==> src/rtl/sigma_pkg.sv <==
// Shared fetch-path types and constants.
package sigma_pkg;
   localparam int XLEN = 32;
   localparam int ILEN = 32;
   localparam logic [XLEN-1:0] RESET_VECTOR = 32'h0000_0000;
   localparam logic [ILEN-1:0] NOP_INSTR    = 32'h0000_0013;

   typedef struct packed {
      logic [XLEN-1:0] pc;
      logic [ILEN-1:0] instr;
   } fetch_entry_t;
endpackage

==> src/rtl/fetch_fifo.sv <==
// Synchronous FIFO of fetch entries with flush; registered storage, no bypass.
module fetch_fifo import sigma_pkg::*; #(
   parameter  int DEPTH = 2,
   localparam int AW    = $clog2(DEPTH),
   localparam int CW    = AW + 1
) (
   input  logic         clk,
   input  logic         rst_n,
   input  logic         flush_i,
   input  logic         push_i,
   input  fetch_entry_t din_i,
   input  logic         pop_i,
   output fetch_entry_t dout_o,
   output logic [CW-1:0] count_o,
   output logic         full_o,
   output logic         empty_o
);
   fetch_entry_t  mem_q [DEPTH];
   logic [AW-1:0] wr_q, wr_d, rd_q, rd_d;
   logic [CW-1:0] cnt_q, cnt_d;
   logic          do_push, do_pop;

   assign empty_o = (cnt_q == '0);
   assign full_o  = (cnt_q == CW'(DEPTH));
   assign count_o = cnt_q;
   assign dout_o  = mem_q[rd_q];
   // A flush wins over everything else in the same cycle.
   assign do_push = push_i & ~flush_i & (~full_o | pop_i);
   assign do_pop  = pop_i & ~empty_o & ~flush_i;

   // Pointer and occupancy next-state.
   always_comb begin
      wr_d  = wr_q;
      rd_d  = rd_q;
      cnt_d = cnt_q;
      if (flush_i) begin
         wr_d  = '0;
         rd_d  = '0;
         cnt_d = '0;
      end else begin
         if (do_push) wr_d = wr_q + AW'(1);
         if (do_pop)  rd_d = rd_q + AW'(1);
         case ({do_push, do_pop})
            2'b10:   cnt_d = cnt_q + CW'(1);
            2'b01:   cnt_d = cnt_q - CW'(1);
            default: cnt_d = cnt_q;
         endcase
      end
   end

   // Pointer and occupancy registers.
   always_ff @(posedge clk) begin
      if (!rst_n) begin
         wr_q  <= '0;
         rd_q  <= '0;
         cnt_q <= '0;
      end else begin
         wr_q  <= wr_d;
         rd_q  <= rd_d;
         cnt_q <= cnt_d;
      end
   end

   // Storage write; contents need no reset since occupancy gates every read.
   always_ff @(posedge clk) begin
      if (do_push) mem_q[wr_q] <= din_i;
   end

   // Upstream credit accounting must never push into a full, non-popping FIFO.
   a_no_overflow: assert property (@(posedge clk) disable iff (!rst_n)
      !(push_i && !flush_i && full_o && !pop_i));
endmodule

==> src/rtl/instruction_fetch.sv <==
// Fetch stage: PC, credit-limited imem requests, response buffer, redirect/flush.
module instruction_fetch import sigma_pkg::*; #(
   parameter logic [XLEN-1:0] RESET_PC   = RESET_VECTOR,
   parameter int              FIFO_DEPTH = 2
) (
   input  logic            clk,
   input  logic            rst_n,
   output logic            imem_req_valid,
   input  logic            imem_req_ready,
   output logic [XLEN-1:0] imem_req_addr,
   input  logic            imem_rsp_valid,
   input  logic [ILEN-1:0] imem_rsp_data,
   input  logic            redirect_valid,
   input  logic [XLEN-1:0] redirect_pc,
   output logic            if_valid,
   input  logic            if_ready,
   output logic [ILEN-1:0] if_instr,
   output logic [XLEN-1:0] if_pc
);
   localparam int          CW      = $clog2(FIFO_DEPTH) + 1;
   localparam logic [CW:0] CREDITS = (CW+1)'(FIFO_DEPTH);

   logic [XLEN-1:0] pc_q, pc_d;
   logic [CW-1:0]   drop_q, drop_d;
   fetch_entry_t    last_q, last_d;
   fetch_entry_t    tag_din, tag_head, buf_din, buf_head;
   logic [CW-1:0]   tag_cnt, buf_cnt;
   logic            tag_full, tag_empty, buf_full, buf_empty;
   logic            req_fire, rsp_take, rsp_keep, buf_pop;
   logic            unused_sigs;

   // Tag-queue occupancy is the outstanding-request count; stale responses
   // still pop their tag so pairing stays aligned across redirects.
   assign imem_req_valid = rst_n & ~redirect_valid &
                           (({1'b0, tag_cnt} + {1'b0, buf_cnt}) < CREDITS);
   assign imem_req_addr  = pc_q;
   assign req_fire       = imem_req_valid & imem_req_ready;
   assign rsp_take       = rst_n & imem_rsp_valid;
   assign rsp_keep       = rsp_take & ~redirect_valid & (drop_q == '0);
   assign tag_din        = '{pc: pc_q, instr: '0};
   assign buf_din        = '{pc: tag_head.pc, instr: imem_rsp_data};
   assign if_valid       = ~buf_empty & ~redirect_valid;
   assign buf_pop        = if_valid & if_ready;
   assign if_pc          = buf_empty ? last_q.pc    : buf_head.pc;
   assign if_instr       = buf_empty ? last_q.instr : buf_head.instr;
   assign unused_sigs    = ^{tag_head.instr, tag_full, tag_empty, buf_full};

   fetch_fifo #(.DEPTH(FIFO_DEPTH)) u_tagq (
      .clk(clk), .rst_n(rst_n), .flush_i(1'b0),
      .push_i(req_fire), .din_i(tag_din), .pop_i(rsp_take),
      .dout_o(tag_head), .count_o(tag_cnt), .full_o(tag_full), .empty_o(tag_empty)
   );

   fetch_fifo #(.DEPTH(FIFO_DEPTH)) u_ibuf (
      .clk(clk), .rst_n(rst_n), .flush_i(redirect_valid),
      .push_i(rsp_keep), .din_i(buf_din), .pop_i(buf_pop),
      .dout_o(buf_head), .count_o(buf_cnt), .full_o(buf_full), .empty_o(buf_empty)
   );

   // PC, drop counter and held-output next-state.
   always_comb begin
      pc_d   = pc_q;
      drop_d = drop_q;
      last_d = buf_empty ? last_q : buf_head;
      if (redirect_valid) begin
         pc_d   = {redirect_pc[XLEN-1:2], 2'b00};
         // Everything in flight is stale; a response landing now is already gone.
         drop_d = tag_cnt - (rsp_take ? CW'(1) : CW'(0));
      end else begin
         if (req_fire) pc_d = pc_q + 32'd4;
         if (rsp_take && drop_q != '0) drop_d = drop_q - CW'(1);
      end
   end

   // Fetch-stage state registers.
   always_ff @(posedge clk) begin
      if (!rst_n) begin
         pc_q   <= RESET_PC;
         drop_q <= '0;
         last_q <= '0;
      end else begin
         pc_q   <= pc_d;
         drop_q <= drop_d;
         last_q <= last_d;
      end
   end
endmodule

==> config.mk <==
export PLATFORM = sky130hd
export DESIGN_NAME = instruction_fetch
export DESIGN_NICKNAME = d
export VERILOG_FILES = /design/src/rtl/sigma_pkg.sv /design/src/rtl/fetch_fifo.sv /design/src/rtl/instruction_fetch.sv
export SDC_FILE = /design/constraint.sdc
export NUM_CORES = 1
export LEC_CHECK = 0
export BUFFER_PORTS_ARGS = -buffer_cell sky130_fd_sc_hd__buf_2
export CAP_MARGIN = 20
export CORE_MARGIN = 3
export CORE_UTILIZATION = 39
export CTS_CLUSTER_DIAMETER = 40
export DETAILED_ROUTE_END_ITERATION = 10
export SETUP_SLACK_MARGIN = 0.05
export SYNTH_ARGS = -nofsm -noshare
export SYNTH_HDL_FRONTEND = slang
export SYNTH_SLANG_ARGS = --single-unit
export TNS_END_PERCENT = 20
==> constraint.sdc <==
create_clock -name clk -period 6.2 [get_ports clk]
set_clock_uncertainty 0.2 [all_clocks]
set_input_delay 0.31 -clock clk [delete_from_list [all_inputs] [get_ports clk]]
set_output_delay 0.31 -clock clk [all_outputs]
set_load 0.02 [all_outputs]
==> reports/qor.csv, run 1 <==
stage;metric;value;unit
place;gp_routability_congestion;0.783;
floorplanning;fp.coreArea;28300;sq um
power;leakage;5.33;nW
global_routing;first_global_vias;7445;
critical_path;critical_path_rt;6.43;ns
sta;post-route-period-util;0.576;
floorplanning;initial_utilization;0.403;
routing;drt-wirelength-per-cell;16.6;microns
floorplanning;chipHeight;177;microns
yosys;synth_enable_flop_cells;184;
sta;tns;0;ns
routing;detailedRoute.firstPassIterationCount;5;
clock_network;cts.repair.resized;0;
yosys;synth-seq-cells;288;
routing;drt-initial-drc-count;434;
sta;whs;0.0123;ns
yosys;synthesis.yosys.warnings;0;
cells_and_area;fill_count;2472;
yosys;synth_area;11400;sq um
critical_path;stage_delay_of_the_slowest_cell_on_the_critical_path;0.71;ns
clock_network;cts_buffer_depth;3;
routing;drt-vias-per-instance;4.99;
sta;final_max_slew_viol_count;0;
routing;routed-via-count;7544;
global_routing;wire_length_of_the_first_global_routing_pass;39900;microns
flow_run;timing.max_cap.violations;0;
routing;antenna_violating_nets_post_route;0;
cells_and_area;fin_nets;1175;
yosys;ys_types;59;
power;maximum_resistive_drop_on_vdd;173;uV
critical_path;worst-setup-path-type;register to register;
run_status;status;completed;
critical_path;crit_fanout;19;
critical_path;worst_path_max_delay_cell;sky130_fd_sc_hd__or3b_1;
sta;hold_viol;0;
cells_and_area;final_core_util;0.516;
yosys;syn-instance-count;876;
sta;final_setup_violation_count;0;
clock_network;cts.root.buffer_cell;sky130_fd_sc_hd__clkbuf_16;
sta;timing.fmax;280;MHz
global_routing;grt_overflow_total;0;
yosys;async_reset_ff_frac;0;
clock_network;clock_insertion_delay_worst_skew;0.53;ns
yosys;synth_top_flop_cell;sky130_fd_sc_hd__edfxtp_1;
cells_and_area;drive_above_1_share;0.254;
sta;grt_setup_unrepaired;false;
yosys;yosys.area.top_type;sky130_fd_sc_hd__edfxtp_1;
power;power-per-cell-area;332;nW/um^2
clock_network;htreeDepth;2;
clock_network;cts-hold-fix-buffers;57;
cells_and_area;syn_to_final_growth;28.2;%
sta;worst_slew_pin_slew;1.01;ns
clock_network;post-cts-setup-buffers;0;
clock_network;cts.sink_count;288;
floorplanning;floorplan.io_pins;168;
place;portBuffers;161;
clock_network;tritoncts.num_buffers;43;
routing;post-route-drc-count;0;
global_routing;track_usage;0.160;
yosys;netlist.area_leader.share;0.485;
yosys;syn_avg_cell_area;13.0;sq um
routing;route.final.wire_length;25100;microns
place;detailedPlacementHpwl;15100;microns
floorplanning;row_count;61;
yosys;post_synth_main_area_contributors;sky130_fd_sc_hd__edfxtp_1 48%, sky130_fd_sc_hd__dfxtp_1 18%, sky130_fd_sc_hd__mux2i_1 5.5%, sky130_fd_sc_hd__and2_1 4.2%, sky130_fd_sc_hd__o21ai_0 3.6%;
power;total_power;0.00485;W
global_routing;grt_start_max_net_pins;84;
hold_path;hold_path_class;primary input to register;
sta;max_slew_margin;0.321;
critical_path;cp-end-kind;register;
critical_path;crit_arrival;3.80;ns
cells_and_area;antenna_cells;0;
yosys;yosysSeqAreaShare;0.667;
critical_path;timing.reg2reg.setup_slack;2.63;ns
critical_path;startpoint_type;register;
floorplanning;die_w;177;microns
clock_network;tritoncts;built;
global_routing;antenna_found_initial;0;
floorplanning;dieArea;31300;sq um
sta;final_period_demand_of_the_worst_path;3.57;ns
critical_path;cp_cell_sequence;and2_1 -> fa_1 -> or3b_1 -> a311oi_1 -> inv_1 -> ha_1 -> or3_1 -> a21oi_1;
clock_network;clk_transition_reported_paths;0.06;ns
==> cells in the mapped netlist (4+ instances only) <==
cell                       instances
sky130_fd_sc_hd__xor2_1            9
sky130_fd_sc_hd__nor2_1           21
sky130_fd_sc_hd__buf_4             4
sky130_fd_sc_hd__a311oi_1          5
sky130_fd_sc_hd__edfxtp_1        184
sky130_fd_sc_hd__xnor2_1           8
sky130_fd_sc_hd__mux2i_1          63
sky130_fd_sc_hd__and2_1           77
sky130_fd_sc_hd__clkbuf_1         43
sky130_fd_sc_hd__mux2_2           30
sky130_fd_sc_hd__inv_1            13
sky130_fd_sc_hd__nand4_1          16
sky130_fd_sc_hd__a31oi_1          15
sky130_fd_sc_hd__or3_1             8
sky130_fd_sc_hd__and4_1            4
sky130_fd_sc_hd__ha_1              5
sky130_fd_sc_hd__nand2_1          83
sky130_fd_sc_hd__nor3_1            5
sky130_fd_sc_hd__nand3_1           9
sky130_fd_sc_hd__o311ai_0          4
sky130_fd_sc_hd__o21ai_0          82
sky130_fd_sc_hd__a21oi_1           7
sky130_fd_sc_hd__and3_1            8
sky130_fd_sc_hd__nor4_1            7
sky130_fd_sc_hd__o211ai_1          8
sky130_fd_sc_hd__or4_1             8
sky130_fd_sc_hd__dfxtp_1         104
==> flip-flops by register name, summed over array words and instances, names as in the netlist, named ones only <==
| signal | count |
|---|---|
| u_ibuf.mem_q | 124 |
| last_q | 62 |
| u_tagq.mem_q | 60 |
| imem_req_addr | 30 |
| drop_q | 2 |
| u_ibuf.count_o | 2 |
| u_tagq.count_o | 2 |
| u_ibuf.rd_q | 1 |
| u_ibuf.wr_q | 1 |
| u_tagq.rd_q | 1 |
| u_tagq.wr_q | 1 |
==> worst max-delay path, delay by kind of cell, from the launching register on <==
kind	cells	cell delay (ns)
AND/OR/NAND/NOR	3	1.26
adder cells (fa/ha/maj)	2	0.77
AO/OA/AOI/OAI	2	0.64
flip-flops	1	0.48
buffers and inverters	1	0.13
==> cell usage in the layout (no fill, tap or decap), drive strengths merged, types with 4 or more instances in the layout <==
| cell | netlist | layout |
|---|---|---|
| o211ai | 8 | 8 |
| inv | 13 | 17 |
| mux2 | 30 | 30 |
| xor2 | 9 | 9 |
| nand3 | 9 | 9 |
| o311ai | 4 | 4 |
| nor2 | 21 | 21 |
| bufinv | 0 | 5 |
| ha | 5 | 5 |
| and2 | 77 | 77 |
| clkinvlp | 0 | 10 |
| o21ai | 82 | 82 |
| a311oi | 5 | 5 |
| xnor2 | 8 | 8 |
| nor3 | 5 | 5 |
| buf | 7 | 172 |
| mux2i | 63 | 63 |
| and4 | 5 | 5 |
| a21oi | 7 | 7 |
| or3 | 8 | 8 |
| and3 | 9 | 9 |
| nand2 | 83 | 83 |
| a31oi | 15 | 15 |
| or4 | 9 | 9 |
| nor4 | 8 | 8 |
| clkinv | 1 | 9 |
| clkbuf | 46 | 52 |
| edfxtp | 184 | 184 |
| dfxtp | 104 | 104 |
| dlygate4sd3 | 0 | 57 |
| nand4 | 17 | 17 |
| conb | 1 | 4 |
==> per-layer routing <==
| metal | wire length, microns | global-route usage | vias up |
|---|---|---|---|
| met3 | 1440 | 0.0375 | 50 |
| li1 | - | - | 3686 |
| met2 | 11600 | 0.258 | 240 |
| met4 | 618 | 0.0527 | 0 |
| met5 | 0 | 0 | - |
| met1 | 11500 | 0.215 | 3568 |
==> where the power goes <==
group          internal (W)  switching, W
Sequential          0.00209     0.0000429
Clock               0.00158      0.000875
Combinational      0.000108      0.000152
==> logic make-up (layout without fill, tap and decap cells) <==
logic type	Yosys count	count (layout)	share of synthesized area
AOI/OAI and AO/OA	140	140	0.0743
xor gates and xnor gates	17	17	0.0131
adders and majority gates	6	6	0.00725
buffers and inverters	68	322	0.0278
DFF	288	288	0.667
muxes	93	93	0.0850
other	1	4	0.000329
and+or+nand+nor	263	263	0.125
==> metrics by stage <==
step                      cell area, sq um  instances  setup slack [ns]
after global placement               12500       1375              2.67
after detailed placement             12500       1375              2.66
after floorplan                      11400        879              1.82
final                                14600       1511              2.63
after global routing                 14600       1511              2.44
after CTS                            14600       1511              2.64
==> worst paths after layout <==
path                                                startpoint                              to  depth (start not counted)
worst min register to register        u_ibuf.rd_q$_SDFFE_PP0P_        u_ibuf.rd_q$_SDFFE_PP0P_                          2
worst max register to register  u_ibuf.count_o[0]$_SDFFE_PP0P_  u_tagq.count_o[1]$_SDFFE_PN0P_                          8
worst max-delay path            u_ibuf.count_o[0]$_SDFFE_PP0P_  u_tagq.count_o[1]$_SDFFE_PN0P_                          8
worst min-delay path                           redirect_pc[25]  imem_req_addr[25]$_SDFFE_PN0P_                          4
==> area by class of cell <==
type                    instances  area (sq um)  area share
clock buffers                  52          1180      0.0809
clock inverters                27           324      0.0222
inverters                      14          52.6     0.00360
multi-input cells             523          3500       0.240
flip-flops and latches        288          7610       0.521
well taps                     378           473      0.0324
repair buffers                229          1460      0.0999
No activity file was read; power rests on OpenSTA's default activity.
==> inputs of run 2 (changes only) <==
==> constraint.sdc (replaced) <==
create_clock -name clk -period 3.59 [get_ports clk]
set_clock_uncertainty 0.2 [all_clocks]
set_input_delay 0.1795 -clock clk [delete_from_list [all_inputs] [get_ports clk]]
set_output_delay 0.1795 -clock clk [all_outputs]
set_load 0.02 [all_outputs]
==> reports/qor.csv, run 2 (synthesis gave the netlist of run 1 again) <==
stage;metric;value;unit;change
run_status;status;completed;;
sta;final_max_slew_viol_count;0;;unchanged
critical_path;cp.depth;8;;unchanged
sta;grt_setup_unrepaired;false;;
floorplanning;die_w;177;microns;unchanged
sta;worst_slew_pin_slew;0.883;ns;-0.126 ns
cells_and_area;fin_nets;1191;;+1.4%
place;gp_routability_congestion;0.817;;+4.2%
critical_path;crit_fanout;6;;-13
sta;post-route-period-util;0.881;;+0.305
power;total_power;0.00844;W;+74%
sta;layout_setup_ws;0.428;ns;-2.20 ns
routing;routed-via-count;7609;;+0.86%
routing;detailedRoute.firstPassIterationCount;5;;unchanged
sta;timing.fmax;316;MHz;+13%
sta;final_setup_violation_count;0;;unchanged
cells_and_area;drive_above_1_share;0.256;;+0.00168
critical_path;cp_cell_sequence;and2_1 -> fa_1 -> or3b_1 -> a311oi_1 -> inv_1 -> ha_1 -> or3_1 -> a21oi_1;;
critical_path;startpoint_type;register;;
floorplanning;fp.coreArea;28300;sq um;unchanged
critical_path;critical_path_rt;3.84;ns;-2.59 ns
floorplanning;floorplan.io_pins;168;;unchanged
place;placed_cells;1381;;+0.44%
flow_run;timing.max_cap.violations;0;;unchanged
critical_path;worst_path_max_delay_cell;sky130_fd_sc_hd__dfxtp_1;;
clock_network;htreeDepth;2;;unchanged
sta;final_period_demand_of_the_worst_path;3.16;ns;-0.409 ns
place;cell_area_reported_after_detailed_placement;12600;sq um;+0.96%
cells_and_area;largest_reg_flops;124;;unchanged
clock_network;cts.root.buffer_cell;sky130_fd_sc_hd__clkbuf_16;;
cells_and_area;biggestRegsByFlops;u_ibuf.mem_q (124), last_q (62), u_tagq.mem_q (60);;
routing;antenna_violating_nets_post_route;0;;unchanged
power;maximum_resistive_drop_on_vdd;297;uV;+72%
global_routing;antenna_found_initial;0;;unchanged
critical_path;timing.reg2reg.worst_path_depth;8;;unchanged
critical_path;cp-end-kind;register;;
place;portBuffers;161;;unchanged
floorplanning;initial_utilization;0.403;;unchanged
cells_and_area;instances_no_fill;1527;;+1.1%
global_routing;grt_overflow_total;0;;unchanged
critical_path;timing.reg2reg.setup_slack;0.43;ns;-2.20 ns
hold_path;timing.hold.worst_path_depth;4;;unchanged
cells_and_area;syn_to_final_growth;30.3;%;
critical_path;crit_arrival;3.41;ns;-0.39 ns
place;placement.setup.worst_slack;0.446;ns;-2.21 ns
critical_path;worst-path-buf-inv;1;;unchanged
hold_path;hold_path_class;primary input to register;;
power;leakage;5.47;nW;+2.6%
global_routing;grt_start_max_net_pins;125;;+49%
cells_and_area;regMostFlops;u_ibuf.mem_q;;
cells_and_area;final_design_area_no_fill;14800;sq um;+1.7%
routing;drt-initial-drc-count;462;;+6.5%
routing;drt-wirelength-per-cell;16.5;microns;-1.1%
global_routing;wire_length_of_the_first_global_routing_pass;39900;microns;+0.14%
routing;wl_met3;1590;microns;+11%
global_routing;track_usage;0.161;;+0.000292
cells_and_area;layout_common_cells;184 x sky130_fd_sc_hd__edfxtp_1, 161 x sky130_fd_sc_hd__buf_2, 103 x sky130_fd_sc_hd__dfxtp_1;;
routing;route.final.wire_length;25100;microns;about the same
routing;dr.max_layer_used;met4;;
clock_network;tritoncts;built;;
sta;max_slew_margin;0.411;;+0.0904
clock_network;cts_buffer_depth;3;;unchanged
global_routing;first_global_vias;7333;;-1.5%
critical_path;worst-setup-path-type;register to register;;
clock_network;tritoncts.num_buffers;42;;-2.3%
power;power-per-cell-area;569;nW/um^2;+71%
floorplanning;dieArea;31300;sq um;unchanged
critical_path;crit-reg2reg-launch;u_ibuf.count_o[0]$_SDFFE_PP0P_;;
place;detailedPlacementHpwl;15400;microns;+2.1%
clock_network;clk_transition_reported_paths;0.05;ns;about the same
clock_network;cts.sink_count;288;;unchanged
routing;post-route-drc-count;0;;unchanged
routing;drt-vias-per-instance;4.98;;-0.20%
routing;route.met2.wl;11600;microns;about the same
floorplanning;chipHeight;177;microns;unchanged
critical_path;critical_path.startpoint;u_ibuf.count_o[0]$_SDFFE_PP0P_;;
critical_path;critical-path-top-delay-family;simple AND/OR/NAND/NOR gates;;
clock_network;clock_insertion_delay_worst_skew;0.52;ns;about the same
clock_network;post-cts-setup-buffers;0;;unchanged
hold_path;hold_critical_path_endpoint;imem_req_addr[10]$_SDFFE_PN0P_;;
floorplanning;row_count;61;;unchanged
critical_path;stage_delay_of_the_slowest_cell_on_the_critical_path;0.47;ns;-0.24 ns
hold_path;origin_of_the_worst_min_delay_path;redirect_pc[10];;
critical_path;crit-reg2reg-capture;u_tagq.count_o[1]$_SDFFE_PN0P_;;
cells_and_area;antenna_cells;0;;unchanged
cells_and_area;layout_commonest_cell;sky130_fd_sc_hd__edfxtp_1;;
sta;hold_viol;0;;unchanged
routing;met1Wirelength;11400;microns;-0.85%
run 2: cell types whose count changed in the layout (fill, tap and decap cells not counted), sizes merged:
cell / previous run / this run
dlygate4sd3: 57 / 68
clkinvlp: 10 / 2
buf: 172 / 178
clkinv: 9 / 12
clkbuf: 52 / 54
inv: 17 / 19
run 2: how the worst max path moves through the flow:
stage	endpoint	slack (ns)
4_1_cts	u_tagq.count_o[1]$_SDFFE_PN0P_	0.43
6_report	u_tagq.count_o[1]$_SDFFE_PN0P_	0.43
5_1_grt	u_tagq.count_o[1]$_SDFFE_PN0P_	0.23
3_5_place_dp	u_tagq.count_o[1]$_SDFFE_PN0P_	0.45
2_1_floorplan	u_tagq.mem_q[0][10]$_DFFE_PP_	-0.61
3_3_place_gp	u_tagq.count_o[1]$_SDFFE_PN0P_	0.46
run 2: timing repair:
action,in CTS,in global routing
endpoints found under the hold margin,100,0
hold buffers,68,0
resized for setup,0,0
run 2: worst reg2reg max path, cell delays in order (launching register included):
cell,delay [ns]
sky130_fd_sc_hd__dfxtp_1,0.47
sky130_fd_sc_hd__and2_1,0.19
sky130_fd_sc_hd__fa_1,0.45
sky130_fd_sc_hd__or3b_1,0.41
sky130_fd_sc_hd__a311oi_1,0.42
sky130_fd_sc_hd__inv_1,0.15
sky130_fd_sc_hd__ha_1,0.34
sky130_fd_sc_hd__or3_1,0.35
sky130_fd_sc_hd__a21oi_1,0.13
run 2: power breakdown:
group	leakage [nW]	switching, W	total (W)	internal (W)
Clock	0.745	0.00149	0.00429	0.00280
Sequential	2.52	0.0000759	0.00369	0.00361
Combinational	2.21	0.000264	0.000465	0.000201
run 2: metal layers:
metal  track usage  vias up
met3        0.0347       36
met4        0.0511        0
met1         0.220     3589
met5             0        -
met2         0.256      255
li1              -     3729
run 2: layout make-up:
cell class | instances | area (sq um)
clock buffers | 54 | 1230
clock inverters | 24 | 289
flip-flops and latches | 288 | 7610
inverters | 14 | 52.6
well taps | 378 | 473
multi-input cells | 523 | 3500
repair buffers | 246 | 1690
fillers | 2449 | 13500
run 2: through the flow:
stage	TNS, ns	util	hold WS (ns)
after floorplan	-18.72	-	0.0784
after global placement	0	0.447	0.168
after detailed placement	0	0.447	0.171
after CTS	0	0.524	0.00436
after global routing	0	0.524	0.0596
final	0	0.524	0.0127
